==> src/rtl/mp_adc_unit_if.sv <==
// ============================================================================
// Module   : mp_adc_unit_if
// Purpose  : Start/done handshake, operand and flag bundle for mp_adc_unit.
// Revision : 1.0  initial release
// ============================================================================
`default_nettype none

interface mp_adc_unit_if #(
  parameter int DATA_WIDTH = 8,
  parameter int LIMBS      = 2
);
  localparam int W = DATA_WIDTH * LIMBS;

  logic         start_i;
  logic [2:0]   op_i;
  logic [W-1:0] a_i;
  logic [W-1:0] b_i;
  logic [W-1:0] result_o;
  logic         busy_o;
  logic         done_o;
  logic         flag_carry_o;
  logic         flag_zero_o;
  logic         flag_negative_o;
  logic         flag_overflow_o;

  modport master (
    output start_i, op_i, a_i, b_i,
    input  result_o, busy_o, done_o,
    input  flag_carry_o, flag_zero_o, flag_negative_o, flag_overflow_o
  );

  modport slave (
    input  start_i, op_i, a_i, b_i,
    output result_o, busy_o, done_o,
    output flag_carry_o, flag_zero_o, flag_negative_o, flag_overflow_o
  );
endinterface

`default_nettype wire

==> src/rtl/mp_adc_unit.sv <==
// ============================================================================
// Module   : mp_adc_unit
// Purpose  : Limb-serial multi-precision ALU with persistent C/Z/N(/V) flags.
//            Optional registered overflow flag: define MP_ADC_OVERFLOW_EN.
// Revision : 1.0  initial release
// ============================================================================
`default_nettype none

module mp_adc_unit #(
  parameter int DATA_WIDTH = 8,
  parameter int LIMBS      = 2
) (
  input  wire logic    clk,
  input  wire logic    reset,
  mp_adc_unit_if.slave bus
);

  localparam int c_W    = DATA_WIDTH * LIMBS;
  localparam int c_IDXW = (LIMBS > 1) ? $clog2(LIMBS) : 1;
  localparam logic [c_IDXW-1:0] c_LAST = c_IDXW'(LIMBS - 1);
  localparam logic [c_IDXW-1:0] c_ONE  = c_IDXW'(1);

  localparam logic [2:0] c_OP_ADD = 3'b000;
  localparam logic [2:0] c_OP_ADC = 3'b001;
  localparam logic [2:0] c_OP_SUB = 3'b010;
  localparam logic [2:0] c_OP_SBC = 3'b011;
  localparam logic [2:0] c_OP_AND = 3'b100;
  localparam logic [2:0] c_OP_OR  = 3'b101;
  localparam logic [2:0] c_OP_XOR = 3'b110;
  localparam logic [2:0] c_OP_CMP = 3'b111;

  typedef enum logic [1:0] {
    S_IDLE  = 2'd0,
    S_EXEC  = 2'd1,
    S_LATCH = 2'd2
  } state_t;

  state_t              r_state;
  state_t              w_state_next;
  logic [2:0]          r_op;
  logic [c_W-1:0]      r_a;
  logic [c_W-1:0]      r_b;
  logic [c_IDXW-1:0]   r_idx;
  logic [c_W-1:0]      r_shadow;
  logic                r_shadow_c;
  logic [c_W-1:0]      r_result;
  logic                r_c;
  logic                r_z;
  logic                r_n;
  logic                r_done;

  logic                  w_is_sub;
  logic                  w_is_logic;
  logic                  w_cin0;
  logic                  w_cin;
  logic [DATA_WIDTH-1:0] w_a_limb;
  logic [DATA_WIDTH-1:0] w_b_limb;
  logic [DATA_WIDTH-1:0] w_b_eff;
  logic [DATA_WIDTH:0]   w_sum;
  logic [DATA_WIDTH-1:0] w_limb_res;
  logic [c_W-1:0]        w_shadow_next;

  always_comb begin
    w_state_next = r_state;
    case (r_state)
      S_IDLE:  if (bus.start_i) w_state_next = S_EXEC;
      S_EXEC:  if (r_idx == c_LAST) w_state_next = S_LATCH;
      S_LATCH: w_state_next = S_IDLE;
      default: w_state_next = S_IDLE;
    endcase
  end

  // Operands shift right one limb per EXEC cycle, so the low limb is always current.
  always_comb begin
    w_a_limb   = r_a[DATA_WIDTH-1:0];
    w_b_limb   = r_b[DATA_WIDTH-1:0];
    w_is_sub   = (r_op == c_OP_SUB) || (r_op == c_OP_SBC) || (r_op == c_OP_CMP);
    w_is_logic = r_op[2] && (r_op != c_OP_CMP);
    w_b_eff    = w_is_sub ? ~w_b_limb : w_b_limb;
    case (r_op)
      c_OP_ADD: w_cin0 = 1'b0;
      c_OP_ADC: w_cin0 = r_c;
      c_OP_SUB: w_cin0 = 1'b1;
      c_OP_SBC: w_cin0 = r_c;
      c_OP_CMP: w_cin0 = 1'b1;
      default:  w_cin0 = 1'b0;
    endcase
    w_cin = (r_idx == '0) ? w_cin0 : r_shadow_c;
    w_sum = {1'b0, w_a_limb} + {1'b0, w_b_eff} + {{DATA_WIDTH{1'b0}}, w_cin};
    case (r_op)
      c_OP_AND: w_limb_res = w_a_limb & w_b_limb;
      c_OP_OR:  w_limb_res = w_a_limb | w_b_limb;
      c_OP_XOR: w_limb_res = w_a_limb ^ w_b_limb;
      default:  w_limb_res = w_sum[DATA_WIDTH-1:0];
    endcase
    // New limb enters at the top; after LIMBS cycles the limbs sit in order.
    w_shadow_next = (r_shadow >> DATA_WIDTH)
                  | (c_W'(w_limb_res) << (c_W - DATA_WIDTH));
  end

  always_ff @(posedge clk) begin
    if (reset) begin
      r_state    <= S_IDLE;
      r_op       <= '0;
      r_a        <= '0;
      r_b        <= '0;
      r_idx      <= '0;
      r_shadow   <= '0;
      r_shadow_c <= 1'b0;
      r_result   <= '0;
      r_c        <= 1'b0;
      r_z        <= 1'b0;
      r_n        <= 1'b0;
      r_done     <= 1'b0;
    end else begin
      r_state <= w_state_next;
      r_done  <= 1'b0;
      case (r_state)
        S_IDLE: begin
          if (bus.start_i) begin
            r_op  <= bus.op_i;
            r_a   <= bus.a_i;
            r_b   <= bus.b_i;
            r_idx <= '0;
          end
        end
        S_EXEC: begin
          r_shadow   <= w_shadow_next;
          r_shadow_c <= w_sum[DATA_WIDTH];
          r_a        <= r_a >> DATA_WIDTH;
          r_b        <= r_b >> DATA_WIDTH;
          r_idx      <= r_idx + c_ONE;
        end
        S_LATCH: begin
          if (r_op != c_OP_CMP) r_result <= r_shadow;
          if (!w_is_logic)      r_c      <= r_shadow_c;
          r_z    <= (r_shadow == '0);
          r_n    <= r_shadow[c_W-1];
          r_done <= 1'b1;
        end
        default: ;
      endcase
    end
  end

`ifdef MP_ADC_OVERFLOW_EN
  logic r_shadow_v;
  logic r_v;
  logic w_v_limb;

  // Only the value from the top limb survives into LATCH, which is the signed one.
  assign w_v_limb = (w_a_limb[DATA_WIDTH-1] == w_b_eff[DATA_WIDTH-1])
                 && (w_sum[DATA_WIDTH-1] != w_a_limb[DATA_WIDTH-1]);

  always_ff @(posedge clk) begin
    if (reset) begin
      r_shadow_v <= 1'b0;
      r_v        <= 1'b0;
    end else begin
      if (r_state == S_EXEC)  r_shadow_v <= w_v_limb;
      if (r_state == S_LATCH) r_v        <= w_is_logic ? 1'b0 : r_shadow_v;
    end
  end

  assign bus.flag_overflow_o = r_v;
`else
  assign bus.flag_overflow_o = 1'b0;
`endif

  assign bus.result_o        = r_result;
  assign bus.busy_o          = (r_state != S_IDLE);
  assign bus.done_o          = r_done;
  assign bus.flag_carry_o    = r_c;
  assign bus.flag_zero_o     = r_z;
  assign bus.flag_negative_o = r_n;

endmodule

`default_nettype wire

==> src/flat_wrapper.sv <==
// flat-port wrapper written by rule: the top's interface ports become plain ports
module mp_adc_unit_flat 
#(
  parameter int DATA_WIDTH = 8,
  parameter int LIMBS      = 2
)
  (clk, reset, bus_start_i, bus_op_i, bus_a_i, bus_b_i, bus_result_o, bus_busy_o, bus_done_o, bus_flag_carry_o, bus_flag_zero_o, bus_flag_negative_o, bus_flag_overflow_o);
  mp_adc_unit_if #(.DATA_WIDTH(DATA_WIDTH), .LIMBS(LIMBS)) bus_i ();
  input  wire logic clk;
  input  wire logic reset;
  input wire logic [$bits(bus_i.start_i)-1:0] bus_start_i;
  input wire logic [$bits(bus_i.op_i)-1:0] bus_op_i;
  input wire logic [$bits(bus_i.a_i)-1:0] bus_a_i;
  input wire logic [$bits(bus_i.b_i)-1:0] bus_b_i;
  output wire logic [$bits(bus_i.result_o)-1:0] bus_result_o;
  output wire logic [$bits(bus_i.busy_o)-1:0] bus_busy_o;
  output wire logic [$bits(bus_i.done_o)-1:0] bus_done_o;
  output wire logic [$bits(bus_i.flag_carry_o)-1:0] bus_flag_carry_o;
  output wire logic [$bits(bus_i.flag_zero_o)-1:0] bus_flag_zero_o;
  output wire logic [$bits(bus_i.flag_negative_o)-1:0] bus_flag_negative_o;
  output wire logic [$bits(bus_i.flag_overflow_o)-1:0] bus_flag_overflow_o;
  assign bus_i.start_i = bus_start_i;
  assign bus_i.op_i = bus_op_i;
  assign bus_i.a_i = bus_a_i;
  assign bus_i.b_i = bus_b_i;
  assign bus_result_o = bus_i.result_o;
  assign bus_busy_o = bus_i.busy_o;
  assign bus_done_o = bus_i.done_o;
  assign bus_flag_carry_o = bus_i.flag_carry_o;
  assign bus_flag_zero_o = bus_i.flag_zero_o;
  assign bus_flag_negative_o = bus_i.flag_negative_o;
  assign bus_flag_overflow_o = bus_i.flag_overflow_o;
  mp_adc_unit #(.DATA_WIDTH(DATA_WIDTH), .LIMBS(LIMBS)) u_core (.clk(clk), .reset(reset), .bus(bus_i));
endmodule
==> config.mk <==
export PLATFORM = sky130hd
export DESIGN_NAME = mp_adc_unit_flat
export DESIGN_NICKNAME = d
export VERILOG_FILES = /design/src/rtl/mp_adc_unit_if.sv /design/src/rtl/mp_adc_unit.sv /design/src/flat_wrapper.sv
export SDC_FILE = /design/constraint.sdc
export NUM_CORES = 1
export LEC_CHECK = 0
export BUFFER_PORTS_ARGS = -buffer_cell sky130_fd_sc_hd__buf_2
export CELL_PAD_IN_SITES_DETAIL_PLACEMENT = 0
export CELL_PAD_IN_SITES_GLOBAL_PLACEMENT = 1
export CORE_MARGIN = 8
export CORE_UTILIZATION = 46
export DETAILED_ROUTE_END_ITERATION = 16
export HOLD_SLACK_MARGIN = 0.06
export PLACE_DENSITY_LB_ADDON = 0.1
export SKIP_LAST_GASP = 1
export SLEW_MARGIN = 20
export SYNTH_ARGS = -nofsm -noshare
export SYNTH_HDL_FRONTEND = slang
export SYNTH_SLANG_ARGS = --single-unit
==> constraint.sdc <==
create_clock -name clk -period 5.66 [get_ports clk]
set_input_delay 0.283 -clock clk [delete_from_list [all_inputs] [get_ports clk]]
set_output_delay 0.283 -clock clk [all_outputs]
set_load 0.01 [all_outputs]
Word level (Yosys, flattened, before mapping)
Index checks and enable logic that the tools add are counted.
Storage, ports and cells
  bits in registers: 75
  bits of input ports: 38
  output and inout port bits: 22
  logic and storage cells: 61
Cells by class
  add/subtract/negate cells: 3
  eq/ne operators: 12
  multiplexer cells: 14
  bitwise logic cells: 6
  reduce and logical (&&, ||, !) cells: 14
Operators with widths (number)
  16-bit case mux with 2 select lines: 2
  16-bit 2-to-1 mux: 2
  8-bit case mux with 3 select lines: 1
  16-bit logical NOT: 1
  8-bit by 16-bit OR with 16-bit output: 1
  3-bit equality test (second input constant): 4
  2-bit AND reduction: 5
  8-bit by 8-bit adder with 9-bit output: 1
  9-bit by 1-bit adder with 9-bit output: 1
  8-bit AND: 1
  8-bit 2-to-1 mux: 1
  8-bit NOT: 1
  8-bit OR: 1
  8-bit bitwise XOR: 1
  3-bit by 2-bit equality test with 1-bit output (second input constant): 2
  2-bit 2-to-1 mux: 2
  1-bit case mux with 2 select lines: 2
  2-bit case mux with 2 select lines: 1
  2-bit nonzero test: 2
  2-bit OR reduction: 2
  3-bit by 1-bit equality test with 1-bit output (second input constant): 1
  1-bit 2-to-1 mux: 3
  3-bit inequality test (second input constant): 1
  2-bit by 1-bit equality test with 1-bit output (second input constant): 1
  8 further kinds: 9

Longest topological paths before layout
Gate-level depths: netlist of run 1.
  depth after elaboration: 8
  gate-level depth with buffers: 11

Worst setup path before layout of run 1
OpenSTA, ideal clock, no wires.
  path kind: reg-to-reg
  start point: register u_core.r_op[0]
  end point: register u_core.r_shadow[14]
  arrival time: 2.650 ns
  data required time: 5.537 ns
  path slack: 2.887 ns
  stages on the path, launching flop included: 11
  path through: dfxtp_1 buf_2 mux2_2 o21ai_0 o21ai_0 fa_1 fa_1 a211oi_1 o21ai_0 a31oi_1 o21ai_0
On the way
  word-level cells in the longest chain between the ends: 8
  elaborated cells on any way between the ends: 18
  classes of those cells: 2 x add/sub; 7 x eq/ne; 4 x mux; 1 x bitwise; 4 x reduce/logical
RTL lines
  start, declared: RTL line mp_adc_unit.sv:40  | logic [2:0] r_op;
  start signal, assigned: RTL line mp_adc_unit.sv:121  | r_op <= bus.op_i;
  3-bit by 2-bit equality test with 1-bit output: RTL line mp_adc_unit.sv:77, mp_adc_unit.sv:80
  1-bit logical OR (2 in a row): RTL line mp_adc_unit.sv:77  | w_is_sub = (r_op == c_OP_SUB) || (r_op == c_OP_SBC) || (r_op == c_OP_CMP);
  8-bit 2-to-1 mux: RTL line mp_adc_unit.sv:79  | w_b_eff = w_is_sub ? ~w_b_limb : w_b_limb;
  8-bit by 8-bit adder with 9-bit output: RTL line mp_adc_unit.sv:89  | w_sum = {1'b0, w_a_limb} + {1'b0, w_b_eff} + {{DATA_WIDTH{1'b0}}, w_cin};
  9-bit by 1-bit adder with 9-bit output: RTL line mp_adc_unit.sv:89
  8-bit case mux with 3 select lines (*): RTL line mp_adc_unit.sv:90  | case (r_op)
  8-bit by 16-bit OR with 16-bit output (*): RTL line mp_adc_unit.sv:98  | | (c_W'(w_limb_res) << (c_W - DATA_WIDTH));
  end signal, assigned: RTL line mp_adc_unit.sv:128  | r_shadow <= w_shadow_next;
  end, declared: RTL line mp_adc_unit.sv:44  | logic [c_W-1:0] r_shadow;
Mark *: on every way between the ends. The rest lies on a longest branch, timed or not.
A chain may end at the register's enable or synchronous reset.

Worst setup path in the final report of run 1
  start point: register u_core.r_op[1]
  end point: register u_core.r_shadow[14]
The elaborated chain is that of the path after synthesis.

==> impl_metrics.env, run 1 <==
export IMPL_die_height_um=109.0
export IMPL_synthTopCellsByArea="dfxtp_1 38%, ha_1 7.6%, nand2_1 7.5%, a21oi_1 5.0%, mux2i_1 5.0%"
export IMPL_reg2reg_setup_slack_ns=2.35
export IMPL_power_leakage_nw=1.963
export IMPL_cts_tree="built"
export IMPL_crit_arrival_ns=3.55
export IMPL_finalCriticalPeriod_ns=3.311
export IMPL_switching_share=0.3030
export IMPL_start_util=0.4650
export IMPL_comb_power_share=0.194
export IMPL_worstReg2RegEnd="u_core.r_shadow[14]"
export IMPL_yosysTopAreaCellShare=0.3776
export IMPL_nets=572
export IMPL_clk_latency_ns=0.35
export IMPL_setup_viol=0
export IMPL_first_iter_violations=214
export IMPL_fin_area_um2=4462
export IMPL_core_um2=8551
export IMPL_ys_types=55
export IMPL_status="finished, final reports clean"
export IMPL_synth_area_leader_cell="dfxtp_1"
export IMPL_rsz0062_at_grt="false"
export IMPL_avgSynthCellArea_um2=8.515
export IMPL_yosys_warnings=0
export IMPL_diodes=0
export IMPL_wirelength_mm=9.756
export IMPL_crit_path_max_fanout=17
export IMPL_end_kind="register"
export IMPL_worst_pin_slew_ns=1.078
export IMPL_synth_nets=531
export IMPL_p_per_area_nw_per_um2=299.8
export IMPL_die_area_um2=11880
export IMPL_p_seq_frac=0.453
export IMPL_synth_edff_count=0
export IMPL_p_int_mw=0.9324
export IMPL_period_share=0.5850
export IMPL_std_cell_rows=34
export IMPL_maxCapViolations=0
export IMPL_ctsResizeCount=0
export IMPL_maxSlewViolCount=0
export IMPL_drc_errors=0
export IMPL_grt_pass1_vias=3144
export IMPL_numCtsBuffers=9
export IMPL_postRouteAntennaNets=0
export IMPL_finalHoldViolCount=0
export IMPL_antenna_found_initial=0
export IMPL_dpl_cell_area_um2=4235
export IMPL_synthCells=467
export IMPL_grt_max_degree=72
export IMPL_track_usage=0.1680
export IMPL_crit_type="reg2reg"
export IMPL_viasPerCell=5.345
export IMPL_fin_total_pwr_mw=1.338
export IMPL_drive_gt1_frac=0.1910
export IMPL_port_buffers=58
export IMPL_post_place_ws_ns=2.353
export IMPL_hp_class="in2reg"
export IMPL_cts_htree_levels=3
export IMPL_dp_hpwl_mm=6.983
export IMPL_io_pins=60
export IMPL_routedWlPerCell_um=15.71
export IMPL_worstRegToRegCells=8
export IMPL_ys_async_sr_fraction=0
export IMPL_hold_worst_slack_ns=0.1584
export IMPL_cts_hold_buffers=0
export IMPL_pwr_share_clk=0.354
export IMPL_r2r_start="u_core.r_op[1]"
export IMPL_start_kind="register"
export IMPL_cp_startpoint="u_core.r_op[1]"
export IMPL_fmax_ghz=0.3020
export IMPL_gp_congestion=0.8422
export IMPL_ys_flop_type="dfxtp_1"
export IMPL_die_w_um=109.0
export IMPL_fin_skew_ns=0.01081
export IMPL_grt_pass1_wl_mm=15.84
export IMPL_syn_cell_area_um2=3976
export IMPL_p_sw_mw=0.4054
export IMPL_cts_root_buffer="clkbuf_8"
export IMPL_synth_seq_area_share=0.3776
export IMPL_tns_ns=0
export IMPL_cts_num_sinks=75
export IMPL_cts_reportedPaths_clkPinSlew_ns=0.08
export IMPL_dr_pass1_iters=4
export IMPL_slew_headroom=0.2809
export IMPL_ir_drop_uv=116.0
export IMPL_synth_seq_cells=75
export IMPL_worstPathRequired_ns=5.90
export IMPL_postCtsSetupBuffers=0
export IMPL_grt_ovfl_total=0
export IMPL_area_growth_pct=12.21
export IMPL_route_vias_total=3319
export IMPL_endpoint="u_core.r_shadow[14]"
export IMPL_final_setup_worst_slack_ns=2.349
export IMPL_clk_path_buf_depth=2
-- power by group through the flow --
stage                     Clock, mW  Combinational [mW]  Sequential [mW]
after detailed placement          0               0.259            0.619
after floorplan                   0               0.210            0.597
after CTS                     0.484               0.260            0.607
after global routing          0.508               0.294            0.611
after global placement            0               0.255            0.618
final                         0.473               0.259            0.605
-- registers in the layout (all words and copies together) (netlist names) --
name and count:
u_core.bus.done_o 1, u_core.bus.flag_carry_o 1, u_core.bus.flag_negative_o 1, u_core.bus.flag_zero_o 1, u_core.bus.result_o 16, u_core.r_a 16, u_core.r_b 16, u_core.r_idx 1
u_core.r_op 3, u_core.r_shadow 16, u_core.r_shadow_c 1, u_core.r_state 2
-- per-layer routing --
metal	GRT usage	share of wire
met3	0.04196	0.061
met4	0.06061	0.017
met1	0.2091	0.46
met2	0.2751	0.46
met5	0	0
-- kinds of logic after synthesis --
| family | Yosys count | synth area share |
|---|---|---|
| flip-flops | 75 | 0.3776 |
| XOR/XNOR | 9 | 0.01982 |
| other | 1 | 0.0009431 |
| multiplexers | 25 | 0.06450 |
| buffers and inverters | 54 | 0.07174 |
| adder cells (fa/ha/maj) | 26 | 0.08559 |
| AO/OA/AOI/OAI | 104 | 0.1885 |
| AND/OR/NAND/NOR | 173 | 0.1913 |
-- how the worst min path moves through the flow --
stage	to	cells after the start	startpoint	slack (ns)
finish	u_core.r_a[11]	3	bus_a_i[11]	0.16
global route	u_core.r_a[14]	3	bus_a_i[14]	0.15
CTS	u_core.r_b[13]	3	bus_b_i[13]	0.14
detailed placement	u_core.r_a[14]	2	u_core.r_a[14]	0.46
global placement	u_core.r_b[15]	2	u_core.r_b[15]	0.46
floorplan	u_core.r_op[1]	2	bus_op_i[1]	0.42
-- final cells by class --
class,count,area [um2]
Inverter,22,82.58
Clock inverter,5,85.08
Multi-Input combinational cell,338,2196
Fill cell,839,4089
Clock buffer,11,141.4
Timing Repair Buffer,62,320.3
Sequential cell,75,1501
Tap cell,108,135.1
-- layout by cell type (no fill, tap or decap), types with 7 or more instances in the layout --
master and instances:
a21oi_1 40, a311oi_1 7, a311oi_2 10, buf_2 58, clkbuf_8 10, dfxtp_1 75
ha_1 24, inv_1 22, mux2i_1 20, nand2_1 79, nand3_1 19, nor2_1 45
o21ai_0 15, xnor2_1 9
-- critical path, stage by stage, from the launching register on --
cell      delay [ns]
dfxtp_1         0.76
nand2_1         0.45
xnor2_1         0.26
fa_1            0.46
fa_1            0.45
a211oi_1        0.39
o21ai_0         0.16
a31oi_1         0.17
o21ai_0         0.10
-- cells in the mapped netlist, types with 2 or more instances --
cell and instances:
a211oi_1 5, a21o_1 3, a21oi_1 40, a221oi_1 2, a2bb2oi_1 3, a311oi_1 7, a311oi_2 10, and2_1 2
and3_1 3, buf_2 15, buf_4 2, buf_6 6, clkbuf_1 7, dfxtp_1 75, fa_1 2, ha_1 24
inv_1 22, mux2_2 5, mux2i_1 20, nand2_1 79, nand2b_1 6, nand3_1 19, nor2_1 45, nor2b_1 3
nor3_1 2, nor4_1 5, o2111ai_1 3, o21ai_0 15, o22ai_1 2, or3_1 2, xnor2_1 9
-- metrics by stage --
step	instances	utilization
after CTS	621	0.5218
after global placement	605	0.4953
after detailed placement	605	0.4953
after global routing	621	0.5218
final	621	0.5218
after floorplan	467	-
(Power assumes the default switching activity.)
==> run 2: changes to the inputs <==
Settings changed: ABC_AREA from default to 1, CORE_UTILIZATION 46 to 41.
Clock period 5.66 ns to 3.2 ns, I/O delays scaled along.
==> impl_metrics.env, run 2 <==
export IMPL_status="finished, final reports clean"
export IMPL_ctsResizeCount=0
export IMPL_yosys_warnings=0
export IMPL_synth_seq_cells=75
export IMPL_track_usage=0.1477
export IMPL_grt_max_degree=50
export IMPL_yosysTopAreaCellShare=0.4057
export IMPL_mostFrequentLayoutCell="nand2_1"
export IMPL_crit_type="reg2reg"
export IMPL_dp_cells=632
export IMPL_dp_hpwl_mm=6.550
export IMPL_hp_class="in2reg"
export IMPL_tns_ns=0
export IMPL_maxSlewViolCount=0
export IMPL_cts_num_sinks=75
export IMPL_dr_pass1_iters=5
export IMPL_synthMostInstantiatedCell="nand2_1"
export IMPL_port_buffers=58
export IMPL_slowest_delay_ns=0.45
export IMPL_die_w_um=111.0
export IMPL_path_cells="inv_1 -> a21oi_4 -> xor2_1 -> fa_1 -> fa_1 -> nand3_1 -> nand3b_1 -> nand3_1 -> nand4_1 -> nand2_1 -> inv_1"
export IMPL_std_cell_rows=34
export IMPL_finalHoldViolCount=0
export IMPL_fmax_ghz=0.3948
export IMPL_fin_area_um2=4352
export IMPL_area_growth_pct=17.58
export IMPL_fin_util=0.4990
export IMPL_worstReg2RegEnd="u_core.r_shadow[12]"
export IMPL_antenna_found_initial=0
export IMPL_synth_area_leader_cell="dfxtp_1"
export IMPL_synthCells=485
export IMPL_finalCriticalPeriod_ns=2.533
export IMPL_crit_path_max_fanout=9
export IMPL_numCtsBuffers=9
export IMPL_route_met3_wl_um=312
export IMPL_cts_root_buffer="clkbuf_8"
export IMPL_wl_met2_mm=4.154
export IMPL_setup_viol=0
export IMPL_wirelength_mm=8.839
export IMPL_ys_flop_type="dfxtp_1"
export IMPL_nets=615
export IMPL_crit_slowest_cell="fa_1"
export IMPL_start_util=0.4244
export IMPL_grt_ovfl_total=0
export IMPL_diodes=0
export IMPL_routedWlPerCell_um=13.33
export IMPL_period_share=0.7916
export IMPL_power_leakage_nw=1.976
export IMPL_start_kind="register"
export IMPL_core_um2=8721
export IMPL_grt_pass1_wl_mm=15.31
export IMPL_ys_types=35
export IMPL_first_iter_violations=111
export IMPL_synth_seq_area_share=0.4057
export IMPL_route_vias_total=3239
export IMPL_cts_reportedPaths_clkPinSlew_ns=0.08
export IMPL_viasPerCell=4.885
export IMPL_worstPathRequired_ns=3.44
export IMPL_syn_cell_area_um2=3701
export IMPL_die_area_um2=12320
export IMPL_final_setup_worst_slack_ns=0.6670
export IMPL_clk_path_buf_depth=2
export IMPL_slew_headroom=0.6533
export IMPL_maxCapViolations=0
export IMPL_reg2reg_setup_slack_ns=0.67
export IMPL_fin_skew_ns=0.008025
export IMPL_drc_errors=0
export IMPL_synth_commonest_cells="108 x nand2_1, 75 x dfxtp_1, 58 x a21oi_1"
export IMPL_hold_end="u_core.r_a[3]"
export IMPL_worst_pin_slew_ns=0.5201
export IMPL_synthTopCellsByArea="dfxtp_1 41%, nand2_1 11%, ha_1 8.1%, a21oi_1 7.8%, o21ai_0 7.2%"
export IMPL_p_per_area_nw_per_um2=495.9
export IMPL_postRouteAntennaNets=0
export IMPL_grt_pass1_vias=3180
export IMPL_io_pins=60
export IMPL_top_layer_used="met4"
export IMPL_r2r_start="u_core.r_op[1]"
export IMPL_ir_drop_uv=268.4
export IMPL_avgSynthCellArea_um2=7.631
export IMPL_cts_tree="built"
export IMPL_cts_htree_levels=3
export IMPL_worstRegToRegCells=11
export IMPL_hold_depth=3
export IMPL_drive_gt1_frac=0.1640
export IMPL_die_height_um=111.0
export IMPL_gp_congestion=0.8068
export IMPL_rsz0062_at_grt="false"
export IMPL_synth_nets=549
export IMPL_fin_cells=663
export IMPL_crit_arrival_ns=2.78
export IMPL_final_cell_mix="108 x nand2_1, 75 x dfxtp_1, 58 x a21oi_1, 58 x buf_2, 53 x o21ai_0"
export IMPL_clk_latency_ns=0.34
export IMPL_post_place_ws_ns=0.6565
export IMPL_synth_edff_count=0
export IMPL_min_from="bus_a_i[3]"
export IMPL_ys_async_sr_fraction=0
export IMPL_end_kind="register"
export IMPL_dpl_cell_area_um2=4033
export IMPL_m1WireLength_mm=4.301
## run 2: cell count changes in the layout (fill, tap and decap cells not counted), sizes merged, moves of 10 or more
cell	delta
a21oi	+19
nand2	+33
xor2	+10
o21ai	+37
inv	+29
a311oi	-17
a31oi	+18
dlygate4sd3	+16
mux2i	-20
nor2	-23
## run 2: stage by stage
| step | hold slack [ns] | power, mW |
|---|---|---|
| 6_report | 0.07450 | 2.158 |
| 5_1_grt | 0.06526 | 2.316 |
| 4_1_cts | 0.06197 | 2.187 |
| 3_5_place_dp | 0.4191 | 1.553 |
| 3_3_place_gp | 0.4156 | 1.548 |
| 2_1_floorplan | 0.3074 | 1.430 |
## run 2: kinds of logic (layout without fill, tap and decap cells)
group / after synthesis / count (layout) / synth area share
flip-flops: 75 / 75 / 0.4057
AND/OR/NAND/NOR: 159 / 159 / 0.1883
other: 1 / 1 / 0.001013
buffers and inverters: 76 / 146 / 0.08654
AO/OA/AOI/OAI: 138 / 138 / 0.2028
adder cells (fa/ha/maj): 26 / 26 / 0.09195
XOR/XNOR: 10 / 10 / 0.02366
## run 2: worst max-delay path by stage
stage,startpoint,to,slack (ns),depth (start not counted)
after global routing,u_core.r_op[1],u_core.r_shadow[12],0.49,11
final,u_core.r_op[1],u_core.r_shadow[12],0.67,11
after CTS,u_core.r_op[1],u_core.r_shadow[12],0.64,11
after global placement,u_core.r_op[1],u_core.r_shadow[12],0.72,11
after detailed placement,u_core.r_op[1],u_core.r_shadow[12],0.66,11
after floorplan,u_core.r_op[1],u_core.r_shadow[12],0.88,11
## run 2: power by group
| part | leakage (nW) | switching (mW) | internal (mW) |
|---|---|---|---|
| clock network | 0.0819 | 0.342 | 0.275 |
| registers | 0.615 | 0.0690 | 1.00 |
| logic | 1.28 | 0.278 | 0.190 |
| total | 1.98 | 0.689 | 1.47 |
## run 2: layout make-up
type	count	area (um2)
multi-input cells	334	1879
repair buffers	77	473.0
flip-flops and latches	75	1501
inverters	54	203.9
well taps	108	135.1
fillers	891	4369
clock inverters	5	31.28
clock buffers	10	127.6
## run 2: layer usage
layer | vias to the layer above | GRT usage
met5 | - | 0
met2 | 48 | 0.2440
met4 | 0 | 0.03467
met3 | 6 | 0.04545
met1 | 1451 | 0.1826
li1 | 1734 | -
## run 2: critical path, delay by kind of cell, from the launching register on
kind	cells	cell delay, ns
AO/OA/AOI/OAI	1	0.34
flip-flops	1	0.41
XOR/XNOR	1	0.15
AND/OR/NAND/NOR	5	0.43
buffers and inverters	2	0.20
adder cells (fa/ha/maj)	2	0.89
## run 2: repair_timing
item | 4_1_cts | 5_1_grt
setup buffers | 0 | 0
endpoints found under the setup margin | 0 | 0
hold buffers | 16 | 0
hold endpoints to repair | 16 | 0
==> run 3: changes to the inputs <==
Settings changed: ABC_AREA 1 to 0, CORE_UTILIZATION 41 to 43.
Clock period 3.2 ns to 2.4 ns, I/O delays scaled along.
==> impl_metrics.env, run 3 (synthesis results as in run 1) <==
export IMPL_use_met3=0.03543
export IMPL_std_cell_rows=35
export IMPL_setup_viol=1
export IMPL_period_share=1.024
export IMPL_violations="negative setup slack"
export IMPL_finalHoldViolCount=0
export IMPL_cts_num_sinks=75
export IMPL_clk_path_buf_depth=2
export IMPL_final_cell_mix="78 x nand2_1, 74 x dfxtp_1, 58 x buf_2"
export IMPL_hold_depth=3
export IMPL_clk_latency_ns=0.36
export IMPL_gp_congestion=0.9005
export IMPL_dp_hpwl_mm=7.483
export IMPL_fin_skew_ns=0.01535
export IMPL_hold_worst_slack_ns=0.06616
export IMPL_cts_root_buffer="clkbuf_8"
export IMPL_die_w_um=112.2
export IMPL_fin_total_pwr_mw=3.140
export IMPL_die_area_um2=12580
export IMPL_routedWlPerCell_um=15.32
export IMPL_viasPerCell=5.220
export IMPL_met1_usage=0.1985
export IMPL_cts_reportedPaths_clkPinSlew_ns=0.09
export IMPL_tns_ns=-0.05854
export IMPL_final_setup_worst_slack_ns=-0.05854
export IMPL_nets=617
export IMPL_area_growth_pct=23.98
export IMPL_cts_htree_levels=3
export IMPL_antenna_found_initial=0
export IMPL_port_buffers=58
export IMPL_r2r_start="u_core.r_op[0]"
export IMPL_fin_cells=669
export IMPL_cts_tree="built"
export IMPL_worstRegToRegCells=9
export IMPL_busiest_layer="met2"
export IMPL_power_leakage_nw=2.166
export IMPL_end_kind="register"
export IMPL_diodes=0
export IMPL_grt_pass1_wl_mm=16.94
export IMPL_met2_usage=0.2798
export IMPL_hp_class="in2reg"
export IMPL_status="complete, but fails checks"
export IMPL_crit_type="reg2reg"
export IMPL_finalCriticalPeriod_ns=2.459
export IMPL_die_height_um=112.2
export IMPL_start_util=0.4365
export IMPL_slew_headroom=0.5290
export IMPL_ir_drop_uv=284.2
export IMPL_reg2reg_setup_slack_ns=-0.06
export IMPL_start_kind="register"
export IMPL_grt_pass1_vias=3441
export IMPL_maxCapViolations=0
export IMPL_hold_end="u_core.r_b[2]"
export IMPL_drc_errors=0
export IMPL_postRouteAntennaNets=0
export IMPL_first_iter_violations=183
export IMPL_track_usage=0.1634
export IMPL_p_per_area_nw_per_um2=636.9
export IMPL_rsz0062_at_grt="true"
export IMPL_worst_pin_slew_ns=0.7040
export IMPL_crit_path_max_fanout=3
export IMPL_dr_pass1_iters=4
export IMPL_fmax_ghz=0.4067
export IMPL_io_pins=60
export IMPL_crit_arrival_ns=2.71
export IMPL_core_um2=9109
export IMPL_grt_max_degree=49
export IMPL_mostFrequentLayoutCell="nand2_1"
export IMPL_min_from="bus_b_i[2]"
export IMPL_worstPathRequired_ns=2.66
export IMPL_drive_gt1_frac=0.2186
export IMPL_route_vias_total=3492
export IMPL_worstReg2RegEnd="u_core.r_shadow[12]"
export IMPL_regArea_um2=1503
export IMPL_nFillCells=879
export IMPL_grt_ovfl_total=0
export IMPL_wirelength_mm=10.25
export IMPL_maxSlewViolCount=0
export IMPL_post_place_ws_ns=-0.03922
export IMPL_multi_input_area_um2=2252
export IMPL_numCtsBuffers=9
export IMPL_dp_cells=620
run 3: cell count changes in the layout (fill, tap and decap cells not counted), sizes merged, moves of 7 or more:
cell,previous run,this run
a21oi,59,40
a311oi,0,17
a31oi,19,1
buf,61,75
dlygate4sd3,16,32
inv,52,23
mux2i,0,20
nand2,113,80
nand2b,0,7
nor2,23,46
o21ai,53,16
xnor2,0,9
xor2,10,0
run 3: worst max-delay path by stage:
stage                               from                  end  slack [ns]  depth (start not counted)
final                     u_core.r_op[0]  u_core.r_shadow[12]       -0.06                          9
after global routing      u_core.r_op[0]  u_core.r_shadow[14]       -0.12                          9
after CTS                 u_core.r_op[0]  u_core.r_shadow[12]       0.008                          9
after detailed placement  u_core.r_op[0]  u_core.r_shadow[14]       -0.04                          9
after global placement    u_core.r_op[0]  u_core.r_shadow[14]      -0.001                          9
after floorplan           u_core.r_op[1]  u_core.r_shadow[12]       -0.08                         11
run 3: what timing repair did:
item / 4_1_cts / 5_1_grt
hold buffers: 32 / 0
pin swaps: 1 / 3
setup endpoints to repair: 3 / 5
hold endpoints to repair: 32 / 0
buffers inserted: 1 / 0
resized for setup: 1 / 6
gates cloned: 0 / 0
run 3: area by class of cell:
class / count / area share
clock inverters: 5 / 0.01244
clock buffers: 11 / 0.02868
inverters: 22 / 0.01675
flip-flops and latches: 75 / 0.3048
well taps: 111 / 0.02817
repair buffers: 107 / 0.1523
multi-input cells: 338 / 0.4569
run 3: worst max-delay path, stage by stage, from the launching register on:
cell      delay, ns
dfxtp_2        0.37
mux2_4         0.31
o21ai_2        0.13
o21ai_2        0.07
fa_2           0.35
fa_2           0.39
a21o_1         0.20
a211oi_2       0.21
o21ai_1        0.09
a32o_1         0.24
run 3: per-stage QoR:
step,utilization,area [um2]
finish,0.5412,4930
global route,0.5412,4930
CTS,0.5374,4895
detailed placement,0.4787,4360
global placement,0.4787,4360
floorplan,-,4001
run 3: where the power goes:
part / internal, mW / switching, mW
clock: 0.513 / 0.498
combinational: 0.324 / 0.386
sequential: 1.32 / 0.0965
run 3: layer usage:
layer  vias up  share of wire
met5         -              0
met4         0          0.013
met2        79           0.48
li1       1790              -
met3        11          0.043
met1      1612           0.47
